==> config.mk <==
export PLATFORM = sky130hd
export DESIGN_NAME = pwm_ramp
export DESIGN_NICKNAME = d
export VERILOG_FILES = /design/src/rtl/pwm_ramp.sv
export SDC_FILE = /design/constraint.sdc
export NUM_CORES = 1
export LEC_CHECK = 0
export ABC_AREA = 1
export CORE_ASPECT_RATIO = 0.5
export CORE_MARGIN = 3
export CORE_UTILIZATION = 50
export CTS_BUF_LIST = sky130_fd_sc_hd__clkbuf_16
export CTS_CLUSTER_SIZE = 24
export DETAILED_ROUTE_END_ITERATION = 7
export HOLD_SLACK_MARGIN = 0.08
export MAX_ROUTING_LAYER = met4
export PLACE_DENSITY = 0.7
export RECOVER_POWER = 50
export SETUP_SLACK_MARGIN = 0.02
export SYNTH_ARGS = -nofsm -noshare
export SYNTH_HDL_FRONTEND = slang
export SYNTH_SLANG_ARGS = --single-unit
==> constraint.sdc <==
create_clock -name clk -period 5.7 [get_ports clk]
set_clock_uncertainty 0.1 [all_clocks]
set_input_delay 1.425 -clock clk [delete_from_list [all_inputs] [get_ports clk]]
set_output_delay 1.425 -clock clk [all_outputs]
set_load 0.005 [all_outputs]
==> src/rtl/pwm_ramp.sv <==
// Duty-cycle slew limiter for a PWM generator: ramps ton toward an accepted target at period boundaries.
// Optional target clamping to DMAX is enabled by defining PWM_RAMP_CLAMP_EN.
module pwm_ramp #(
  parameter int T    = 1000,
  parameter int STEP = 1,
  parameter int DIV  = 1,
  parameter int DMAX = T
) (
  input  logic                 clk,
  input  logic                 rst,
  input  logic [$clog2(T)-1:0] target,
  input  logic                 target_valid,
  output logic                 target_ready,
  input  logic                 estop,
  output logic [$clog2(T)-1:0] ton,
  output logic                 period_tick,
  output logic                 settled
);

  localparam int W      = $clog2(T);
  localparam int DW     = (DIV > 1) ? $clog2(DIV) : 1;
  localparam int STEP_C = (STEP > T) ? T : STEP;
  localparam int DMAX_C = (DMAX > T) ? T : DMAX;

  localparam logic [W-1:0]  CNT_LAST = W'(T - 1);
  localparam logic [DW-1:0] DIV_LAST = DW'(DIV - 1);
  localparam logic [W:0]    STEP_X   = (W + 1)'(STEP_C);
  localparam logic [W-1:0]  STEP_W   = STEP_X[W-1:0];
  localparam logic [W:0]    DMAX_X   = (W + 1)'(DMAX_C);

`ifdef PWM_RAMP_CLAMP_EN
  localparam bit CLAMP = 1'b1;
`else
  localparam bit CLAMP = 1'b0;
`endif

  typedef enum logic [1:0] {
    SETTLED,
    UP,
    DOWN
  } dir_t;

  logic [W-1:0]  cnt_reg, cnt_next;
  logic [DW-1:0] divcnt_reg, divcnt_next;
  logic [W-1:0]  ton_reg, ton_next;
  logic [W-1:0]  tgt_reg, tgt_next;
  logic [W-1:0]  pend_reg, pend_next;
  logic          pend_vld_reg, pend_vld_next;

  logic          boundary;
  logic          accept;
  logic [W-1:0]  eff;
  logic [W-1:0]  gap;
  logic          close;
  logic [W-1:0]  stepped;
  logic [W-1:0]  stored;
  dir_t          dir;

  always_ff @(posedge clk or posedge rst) begin
    if (rst) begin
      cnt_reg      <= '0;
      divcnt_reg   <= '0;
      ton_reg      <= '0;
      tgt_reg      <= '0;
      pend_reg     <= '0;
      pend_vld_reg <= 1'b0;
    end else begin
      cnt_reg      <= cnt_next;
      divcnt_reg   <= divcnt_next;
      ton_reg      <= ton_next;
      tgt_reg      <= tgt_next;
      pend_reg     <= pend_next;
      pend_vld_reg <= pend_vld_next;
    end
  end

  assign target_ready = !pend_vld_reg && !estop && !rst;
  assign accept       = target_valid && target_ready;
  assign boundary     = (cnt_reg == CNT_LAST);
  assign period_tick  = boundary;
  assign settled      = (ton_reg == tgt_reg) && !pend_vld_reg;
  assign ton          = ton_reg;

  // A pending target takes effect at the very boundary that promotes it.
  assign eff = pend_vld_reg ? pend_reg : tgt_reg;

  always_comb begin
    dir     = SETTLED;
    gap     = '0;
    stepped = ton_reg;
    if (ton_reg < eff) begin
      dir = UP;
      gap = eff - ton_reg;
    end else if (ton_reg > eff) begin
      dir = DOWN;
      gap = ton_reg - eff;
    end
    // Landing on eff when within one step avoids any overshoot or rail wrap.
    close = ({1'b0, gap} <= STEP_X);
    case (dir)
      UP:      stepped = close ? eff : ton_reg + STEP_W;
      DOWN:    stepped = close ? eff : ton_reg - STEP_W;
      default: stepped = ton_reg;
    endcase
  end

  always_comb begin
    stored = target;
    if (CLAMP && ({1'b0, target} > DMAX_X)) begin
      stored = DMAX_X[W-1:0];
    end
  end

  always_comb begin
    cnt_next      = boundary ? '0 : cnt_reg + W'(1);
    divcnt_next   = divcnt_reg;
    ton_next      = ton_reg;
    tgt_next      = tgt_reg;
    pend_next     = pend_reg;
    pend_vld_next = pend_vld_reg;
    if (estop) begin
      ton_next      = '0;
      tgt_next      = '0;
      pend_vld_next = 1'b0;
      divcnt_next   = '0;
    end else begin
      if (accept) begin
        pend_next     = stored;
        pend_vld_next = 1'b1;
      end
      if (boundary) begin
        if (pend_vld_reg) begin
          tgt_next      = pend_reg;
          pend_vld_next = 1'b0;
        end
        if (divcnt_reg == DIV_LAST) begin
          divcnt_next = '0;
          ton_next    = stepped;
        end else begin
          divcnt_next = divcnt_reg + DW'(1);
        end
      end
    end
  end

endmodule

# == After elaboration in Yosys (flattened, before gate mapping) ==
# Cells that the tools add are included.
# totals
register_bits,42
input_bits,14
out_inout_bits,13
elab_cells,53
# op_classes
addsub,6
order_cmp,3
eq_ne,5
mux,21
n_bitwise,1
reduce_logical,11
# ops
op,count
$mux 10,11
$add 10x1->10 const B,2
$pmux 10 s2,1
$sub 10x10->10,2
$eq 10x10->1,1
$eq 10x10->1 const B,1
$gt 10x10->1,1
$le 10x1->1 const B,1
$lt 10x10->1,1
$sub 10x1->10 const B,1
$mux 1,7
$logic_and 1x1->1,4
$mux 2,2
$logic_not 1->1,3
$reduce_and 3->1,1
$reduce_bool 3->1,1
$eq 2x1->1 const B,1
$eq 2x2->1 const B,1
$ne 2x2->1 const B,1
$reduce_and 2->1,1
$reduce_bool 2->1,1
$add 1x1->1 const B,1
$not 1->1,1

# == Logic depth before layout (Yosys ltp) ==
# Gate-level depths: netlist of run 1.
# depth
ltp_word,10
mapped_depth,22
depth_no_buf,20

# == Worst setup path before layout of run 1 ==
# OpenSTA, ideal clock, no wires.
# synth_timing
kind,input port to output port
startpoint,in estop
endpoint,out target_ready
t_arrival_ps,1671
t_required_ps,4175
setup_slack_ps,2504
cell_stages,3
path_buffers,0
cell_sequence,nor2_1 -> inv_1 -> nor2_1
# synth_via
elab_chain_cells,3
# synth_lines
item,line,rtl
"start, declared",14,"input logic estop,"
$logic_not 1->1,77,assign target_ready = !pend_vld_reg && !estop && !rst;
$logic_and 1x1->1 (2 in series),77,
"end, declared",13,"output logic target_ready,"
# Every way passes these cells.

# == Worst setup path after layout of run 1 ==
# Ends and elaborated chain as after synthesis.

==> metrics.txt, run 1 <==
crit path capture type output pin; fraction of registers with async set/reset 100%; clock slew at reported path FFs approximately 60 ps; switching power 0.926 mW; metal3 WL 508 microns; minimum clock period 4270 ps; pin count of the biggest net entering global routing 42; Syn Area/Cell 6.60 sq um; Reg power frac 21.6%; crit-path max cell delay 520 ps; initial antenna violation count 0; Cells after Synth between 500 and 600; Post-synth EDFFs 0; Area growth, synth to finish 13.3%; CTS max path bufs 2; drt total wl 9.04 mm; Area contributors post-synth dfrtp_1 (29%), nand2_1 (18%), nand3_1 (9.2%), inv_1 (8.2%), ha_1 (7.8%); wire length per cell about 14 microns; DIE HEIGHT 65.4 microns; Final Max Slew Viols 42; share of layout cells above drive strength 1 6.82%; metal2 WL approximately 4 mm; CTS tree yes; H-tree Lvls 2; DR top layer met4; Gate power share about 63%; # nets final between 500 and 600; sequential fraction of the synthesis area 29.1%; crit path max fanout 4; Setup TNS Final 0 ps; number of diodes 0; DR vias/cell 5.40; chip width roughly 120 microns; Max-Slew Margin vs Limit -47.4%; worst-skew pair later-pin latency 280 ps; Max-Cap Viols 1; gpl congestion between 0.9 and 1; Critical Path AT 2740 ps; RSZ-0062 raised after global routing false; Initial Utilization 54.9%; first-pass GRT wire length 15.5 mm; Fmax achieved 234 MHz; DR iter-0 viols 314; Net Count, Synth 573; die area just over 8000 sq um; Worst Path Required 4180 ps; Lkg Pwr about 2.1 nW; worst slew pin tran ~2200 ps; DRC Markers 0; Congestion Overflow GR 0; crit path launch type input pin; post-route ant nets 0; count leader, synth nand2_1; critical path type in -> out; clock power share 15.1%; Cell Rows 20; Hold-fix buffers, CTS 0; Top delay family on crit path buffers and inverters; final hold violation count 0; WP buf/inv 3; slowest cell on the critical path clkdlybuf4s50_1; Port Buf Inserts 26; Vias roughly 3500; cells resized by post-CTS repair 0; Detailed Place HPWL 6.87 mm; CTS root buffer clkbuf_16; Core Footprint about 6400 sq um; pwr dens between 400 and 500 nW/um^2; Synth area leader dfrtp_1; status complete, but fails checks; peak supply drop approximately 0.16 mV; Tot GR Track Use 23.7%; worst min-delay path class reg -> reg; drt pass-1 iters 5; Setup Fix Bufs, Post-CTS 0; share of the synthesized area in the top cell type 29.1%; vias in the first global route ~3200; Period Utilization, post-route 74.8%; Setup-failing EPs final 0; # clock sinks 41; Filler cells roughly 640; Syn. warnings 0; Ports 27; mapped cell area 3530 sq um; CTS Buf Count 5; Sw Ratio 49.8%; wl on met1 4.51 mm; final worst slack 1430 ps; pre-CTS setup slack 1440 ps; CP cell instances clkdlybuf4s50_1 > nor2_1 > inv_1 > nor2_1 > clkdlybuf4s50_1; commonest register cell after synthesis dfrtp_1; Internal ~0.93 mW; R2R setup slack 1580 ps; Yosys reg bits 41; Post-synth top cells nand2_1 (169), inv_1 (77), nand3_1 (65), dfrtp_1 (41), nor2_1 (24); violated checks capacitance limit, slew limit; Cell variety after synth 32
-- layer usage --
metal | GRT usage (%) | vias up
met5 | - | -
met4 | 5.41 | 0
met3 | 3.08 | 9
met2 | 36.8 | 106
met1 | 33.4 | 1596
li1 | - | 1770
-- path summary, 6_finish.rpt --
check / startpoint / endpoint / depth (start not counted)
setup / recovery: estop / target_ready / 5
hold / removal: pend_reg[2] / pend_reg[2] / 1
setup reg to reg: pend_vld_reg / ton[7] / 16
hold reg to reg: pend_reg[2] / pend_reg[2] / 1
max in group asynchronous: rst / cnt_reg[0] / 3
min in group asynchronous: rst / cnt_reg[8] / 3
-- worst register-to-register path, stage by stage, from the launching register on --
cell and delay (ps):
dfrtp_1 550, inv_1 240, or2_2 330, o21ai_0 250, inv_1 100, ha_1 430
nand2_1 140, nor2_1 210, nand3_1 120, nand3_2 250, nand3_1 120, nor2_1 120
nand3_1 410, nand3_2 400, nand2_1 90, nand3_1 110, nand2_1 50
-- through the flow --
step / instances / cell area (sq um) / utilization (%) / hold WS, ps / total power [mW]
5_1_grt: 645 / 4000 / 62.2 / 406 / 2.07
3_3_place_gp: 637 / 3850 / 59.9 / 380 / 1.55
4_1_cts: 645 / 4000 / 62.2 / 401 / 1.85
2_1_floorplan: 535 / 3530 / - / 367 / 1.29
6_report: 645 / 4000 / 62.2 / 398 / 1.86
3_5_place_dp: 637 / 3850 / 59.9 / 386 / 1.57
-- cell families (layout without fill, tap and decap cells) --
family	count (synthesis)	after routing	share of synthesized area, %
buf+inv	94	116	10.4
compound gates	49	49	7.55
flops	41	41	29.1
simple gates	310	310	39.2
xor+xnor	8	8	1.99
fa+ha+maj	24	24	8.93
mux	9	9	2.87
-- cells in the final DEF, fill, tap and decap left out, types with 9 or more instances in the layout --
cell type	netlist	routed
a21oi_1	15	15
clkdlybuf4s50_1	0	25
dfrtp_1	41	41
ha_1	22	22
inv_1	77	77
mux2_2	9	9
nand2_1	169	169
nand3_1	65	65
nand4_1	18	18
nor2_1	24	24
nor3_1	10	10
o21ai_0	22	22
or2_2	9	9
-- final cells by class --
| type | instances | area, sq um | share of cell area (%) |
|---|---|---|---|
| Multi-Input combinational cell | 400 | 2140 | 53.4 |
| Sequential cell | 41 | 1030 | 25.7 |
| Inverter | 78 | 293 | 7.32 |
| Timing Repair Buffer | 30 | 287 | 7.17 |
| Clock buffer | 5 | 125 | 3.13 |
| Tap cell | 88 | 110 | 2.75 |
| Clock inverter | 3 | 22.5 | 0.563 |
-- power by group through the flow --
stage                     logic [mW]  registers [mW]  clock network, mW
after floorplan                0.920           0.374                  0
after global placement          1.14           0.406                  0
after detailed placement        1.16           0.407                  0
after CTS                       1.17           0.401              0.287
after global routing            1.36           0.410              0.302
final                           1.18           0.401              0.281
No activity file was read; power rests on OpenSTA's default activity.
==> inputs of run 2 (changes only) <==
clock period = 3.95 ns   (was 5.7 ns; I/O delays follow)
==> run 2 against run 1 <==
The flow still finishes with violations (capacitance limit, slew limit). Final cell count rose by 1.6%. Count of clock-buffer cells in the layout unchanged. Cell area increased by 2.4%. Power increased by 49%. Largest cell class unchanged.
==> metrics.txt, run 2 (same netlist as run 1, synthesis figures left out) <==
Setup-failing EPs final 0; drt total wl a little over 9 mm; Fmax achieved 280 MHz; die area about 8200 sq um; dpl cells 647; Detailed Place HPWL a little over 7 mm; chip width 125 microns; Hold-fix buffers, CTS 0; minimum clock period 3570 ps; crit path capture type flip-flop; Final Non-Filler Cells 655; H-tree Lvls 2; crit path max fanout 12; worst reg-to-reg path cell count 17; Tot GR Track Use 23.6%; Cells on Worst Hold Path 1; # nets final 604; wire length per cell 14.0 microns; pre-CTS setup slack 529 ps; Lkg Pwr 2.18 nW; Top delay family on crit path simple AND/OR/NAND/NOR gates; DRC Markers 0; Setup TNS Final 0 ps; share of layout cells above drive strength 1 8.29%; Critical Path AT 3630 ps; first-pass GRT wire length 15.4 mm; Vias 3583; DR vias/cell between 5 and 6; final hold violation count 0; WP buf/inv 2; crit-path max cell delay 530 ps; pin count of the biggest net entering global routing 42; number of diodes 0; leading cell types in the layout, fill and taps excluded nand2_1 (169), inv_1 (78), nand3_1 (65), dfrtp_1 (41), clkdlybuf4s50_1 (25); Setup Fix Bufs, Post-CTS 0; worst r2r src pend_vld_reg; CP dominant cell by count nand2_1; Reg2Reg Capture Point ton[5]; CP cell instances buf_4 > o21ai_0 > ha_1 > inv_1 > fa_1 > nand2_1 > nand2_1 > nor2_1 > nand2_1 > nor2_1 > nand3_1 > nor2_1 > nand2_1 > nand3_2 > nand2_1 > nand3_1 > nand2_1; total chip power between 2 and 3 mW; vias in the first global route about 3300; peak supply drop 0.319 mV; Congestion Overflow GR 0; Period Utilization, post-route 90.3%; Max-Cap Viols 1; Port Buf Inserts 26; CTS max path bufs 2; Final Max Slew Viols 42; Min-Delay Startpoint cnt_reg[4]; initial antenna violation count 0; CTS Buf Count 5; worst slew pin tran 2190 ps; placed cell area 3930 sq um; RSZ-0062 raised after global routing false; Ports 27; DR iter-0 viols 340; slowest cell on the critical path o21ai_0; worst-skew pair later-pin latency 280 ps; R2R setup slack 380 ps; Area growth, synth to finish 16.0%; crit path launch type flip-flop; most common cell after layout, fill and taps aside nand2_1; gpl congestion 0.915; DIE HEIGHT 65.4 microns; post-route ant nets 0; critical path type reg -> reg; post-route cell area between 4000 and 5000 sq um; violated checks capacitance limit, slew limit; status complete, but fails checks; Cell Rows 20; worst min-delay path class reg -> reg; drt pass-1 iters 6; CTS root buffer clkbuf_16; Initial Utilization 54.9%; cells resized by post-CTS repair 0; Worst Path Required 4020 ps; clock slew at reported path FFs 60 ps; Finished Core Util 63.7%; final worst slack 385 ps; pwr dens ~680 nW/um^2; Core Footprint 6430 sq um; Max-Slew Margin vs Limit -45.7%; # clock sinks 41; CTS tree yes; Worst Hold End cnt_reg[4]; Min Hold Slack 400 ps
-- run 2: cell types whose count changed in the layout (fill, tap and decap cells not counted) --
cell       delta
clkinv_2      -1
inv_1         +1
clkinv_4      -1
bufinv_16     +1
buf_4        +10
-- run 2: report_power, final --
| part | internal, mW | leakage (nW) | switching, mW | total (mW) |
|---|---|---|---|---|
| sequential | 0.481 | 0.527 | 0.0956 | 0.576 |
| clock | 0.297 | 0.0852 | 0.158 | 0.455 |
| combinational | 0.649 | 1.57 | 1.10 | 1.75 |
-- run 2: cell type report --
cell class	instances	area [sq um]
clock buffer	5	125
clock inverter	3	42.5
tap	88	110
inverter	78	293
sequential	41	1030
timing repair buffer	40	362
multi-input combinational	400	2140
fill	591	2340
-- run 2: how the worst max path moves through the flow --
stage                      start           end  slack [ps]  cells after the start
floorplan           pend_vld_reg        ton[1]        1190                     20
global placement           estop  target_ready         560                      5
detailed placement  pend_vld_reg        ton[2]         530                     17
CTS                 pend_vld_reg        ton[5]         480                     17
global route                 rst        ton[4]         120                      3
finish              pend_vld_reg        ton[5]         380                     17
-- run 2: metal layers --
| layer | track usage, % | vias to the layer above | share of wire [%] |
|---|---|---|---|
| li1 | - | 1793 | - |
| met1 | 32.9 | 1652 | 49 |
| met4 | 4.46 | 0 | 0.85 |
| met3 | 4.55 | 10 | 6.4 |
| met2 | 36.6 | 128 | 43 |
| met5 | - | - | 0 |
==> inputs of run 3 (changes only) <==
GPL_ROUTABILITY_DRIVEN = 0   (was not set)
==> run 3 against run 2 <==
Highest routed layer unchanged. Power is 2.2% lower. Largest cell class unchanged. Count of clock-buffer cells in the layout is the same. Final cell count increased by 0.15%. The flow still finishes with violations (capacitance limit, slew limit). First-iteration DRC count decreased by 21%. Critical path type unchanged. Clock power decreased by 14%. Routed wire length is 0.32% higher. Non-clock buffer count up 1. Combinational power about the same. Critical path depth unchanged. Critical endpoint is now ton[4].
==> metrics.txt, run 3 (same netlist as run 1, synthesis figures left out) <==
drt total wl 9.23 mm; Hold-fix buffers, CTS 0; Max-Slew Margin vs Limit -48.5%; CTS max path bufs 2; Cells on Worst Hold Path 1; Port Buf Inserts 26; Tot GR Track Use 23.8%; chip width 125 microns; Setup TNS Final 0 ps; clock slew at reported path FFs 60 ps; share of layout cells above drive strength 1 8.45%; Cell Rows 20; total chip power between 2 and 3 mW; CTS root buffer clkbuf_16; number of diodes 0; Core Footprint 6430 sq um; initial antenna violation count 0; cells resized by post-CTS repair 0; CTS Buf Count 5; R2R setup slack roughly 540 ps; H-tree Lvls 2; minimum clock period 3410 ps; die area 8160 sq um; Setup-failing EPs final 0; DR vias/cell 5.34; DIE HEIGHT between 60 and 70 microns; Min-Delay Startpoint pend_reg[8]; worst slew pin tran roughly 2200 ps; Vias roughly 3500; crit path max fanout 12; Worst Hold End pend_reg[8]; worst r2r src pend_vld_reg; # nets final 605; Congestion Overflow GR 0; peak supply drop roughly 0.27 mV; Setup Fix Bufs, Post-CTS 0; Worst Path Required 4020 ps; Period Utilization, post-route 86.4%; final hold violation count 0; vias in the first global route 3247; drt pass-1 iters 7; wire length per cell ~14 microns; pin count of the biggest net entering global routing 42; crit path capture type flip-flop; Area growth, synth to finish 15.5%; worst-skew pair later-pin latency about 280 ps; Fmax achieved 293 MHz; Lkg Pwr approximately 2.2 nW; Ports 27; Filler cells 610; pwr dens 666 nW/um^2; Detailed Place HPWL approximately 7.3 mm; worst min-delay path class reg -> reg; Final Max Slew Viols 42; Critical Path AT about 3500 ps; critical path type reg -> reg; crit path launch type flip-flop; first-pass GRT wire length 15.4 mm; DR iter-0 viols 267; post-route ant nets 0; violated checks capacitance limit, slew limit; worst reg-to-reg path cell count 17; status complete, but fails checks; Initial Utilization between 50% and 60%; # clock sinks 41; RSZ-0062 raised after global routing false; Reg2Reg Capture Point ton[4]; CTS tree yes; most common cell after layout, fill and taps aside nand2_1; DRC Markers 0; leading cell types in the layout, fill and taps excluded nand2_1 (169), inv_1 (78), nand3_1 (65), dfrtp_1 (41), clkdlybuf4s50_1 (25); Max-Cap Viols 1
run 3: cell types whose count changed in the layout (fill, tap and decap cells not counted):
cell,change
buf_4,+1
bufinv_16,-1
clkinv_4,-1
clkinvlp_4,+2
run 3: critical path, stage by stage, from the launching register on:
cell and delay [ps]:
dfrtp_1 370, buf_4 170, o21ai_0 470, ha_1 260
inv_1 90, fa_1 440, nand2_1 90, nand2_1 50
nor2_1 110, nand2_1 70, nor2_1 140, nand3_1 90
nor2_1 80, nand2_1 260, nand3_2 280, nand2_1 80
nand3_1 90, nand2_1 50
run 3: worst max path at each step:
stage / slack [ps] / cells after the start / to / from
floorplan: 1190 / 20 / ton[1] / pend_vld_reg
global placement: 570 / 5 / target_ready / estop
detailed placement: 570 / 5 / target_ready / estop
CTS: 560 / 5 / target_ready / estop
global route: 140 / 3 / ton[1] / rst
finish: 540 / 17 / ton[4] / pend_vld_reg
run 3: layout make-up:
cell class | count | area (sq um) | area share [%]
clock buffer | 5 | 125 | 3.07
timing repair buffer | 41 | 369 | 9.05
clock inverter | 3 | 18.8 | 0.460
multi-input combinational | 400 | 2140 | 52.4
sequential | 41 | 1030 | 25.2
tap | 88 | 110 | 2.70
inverter | 78 | 293 | 7.18
run 3: per-layer routing:
layer  track usage [%]  vias up  share of wire, %  wire, microns
met4              4.59        0              0.78             72
li1                  -     1794                 -              -
met3              4.38       12               6.3            585
met1              33.6     1590                50           4600
met2              36.4      108                43           3970
met5                 -        -                 0              0
run 3: per-stage QoR:
stage | instances | instance area (sq um) | hold WS (ps) | setup slack, ps | util [%]
global route | 656 | 4080 | 415 | 136 | 63.4
global placement | 648 | 3940 | 381 | 573 | 61.2
CTS | 656 | 4080 | 400 | 555 | 63.5
floorplan | 535 | 3530 | 367 | 1190 | -
finish | 656 | 4080 | 397 | 536 | 63.4
detailed placement | 648 | 3940 | 386 | 572 | 61.2
run 3: power by group:
part / total [mW] / internal (mW) / switching (mW) / leakage [nW]
Combinational: 1.75 / 0.663 / 1.09 / 1.58
Clock: 0.390 / 0.231 / 0.158 / 0.0672
Sequential: 0.576 / 0.481 / 0.0955 / 0.527
Total: 2.72 / 1.37 / 1.34 / 2.17
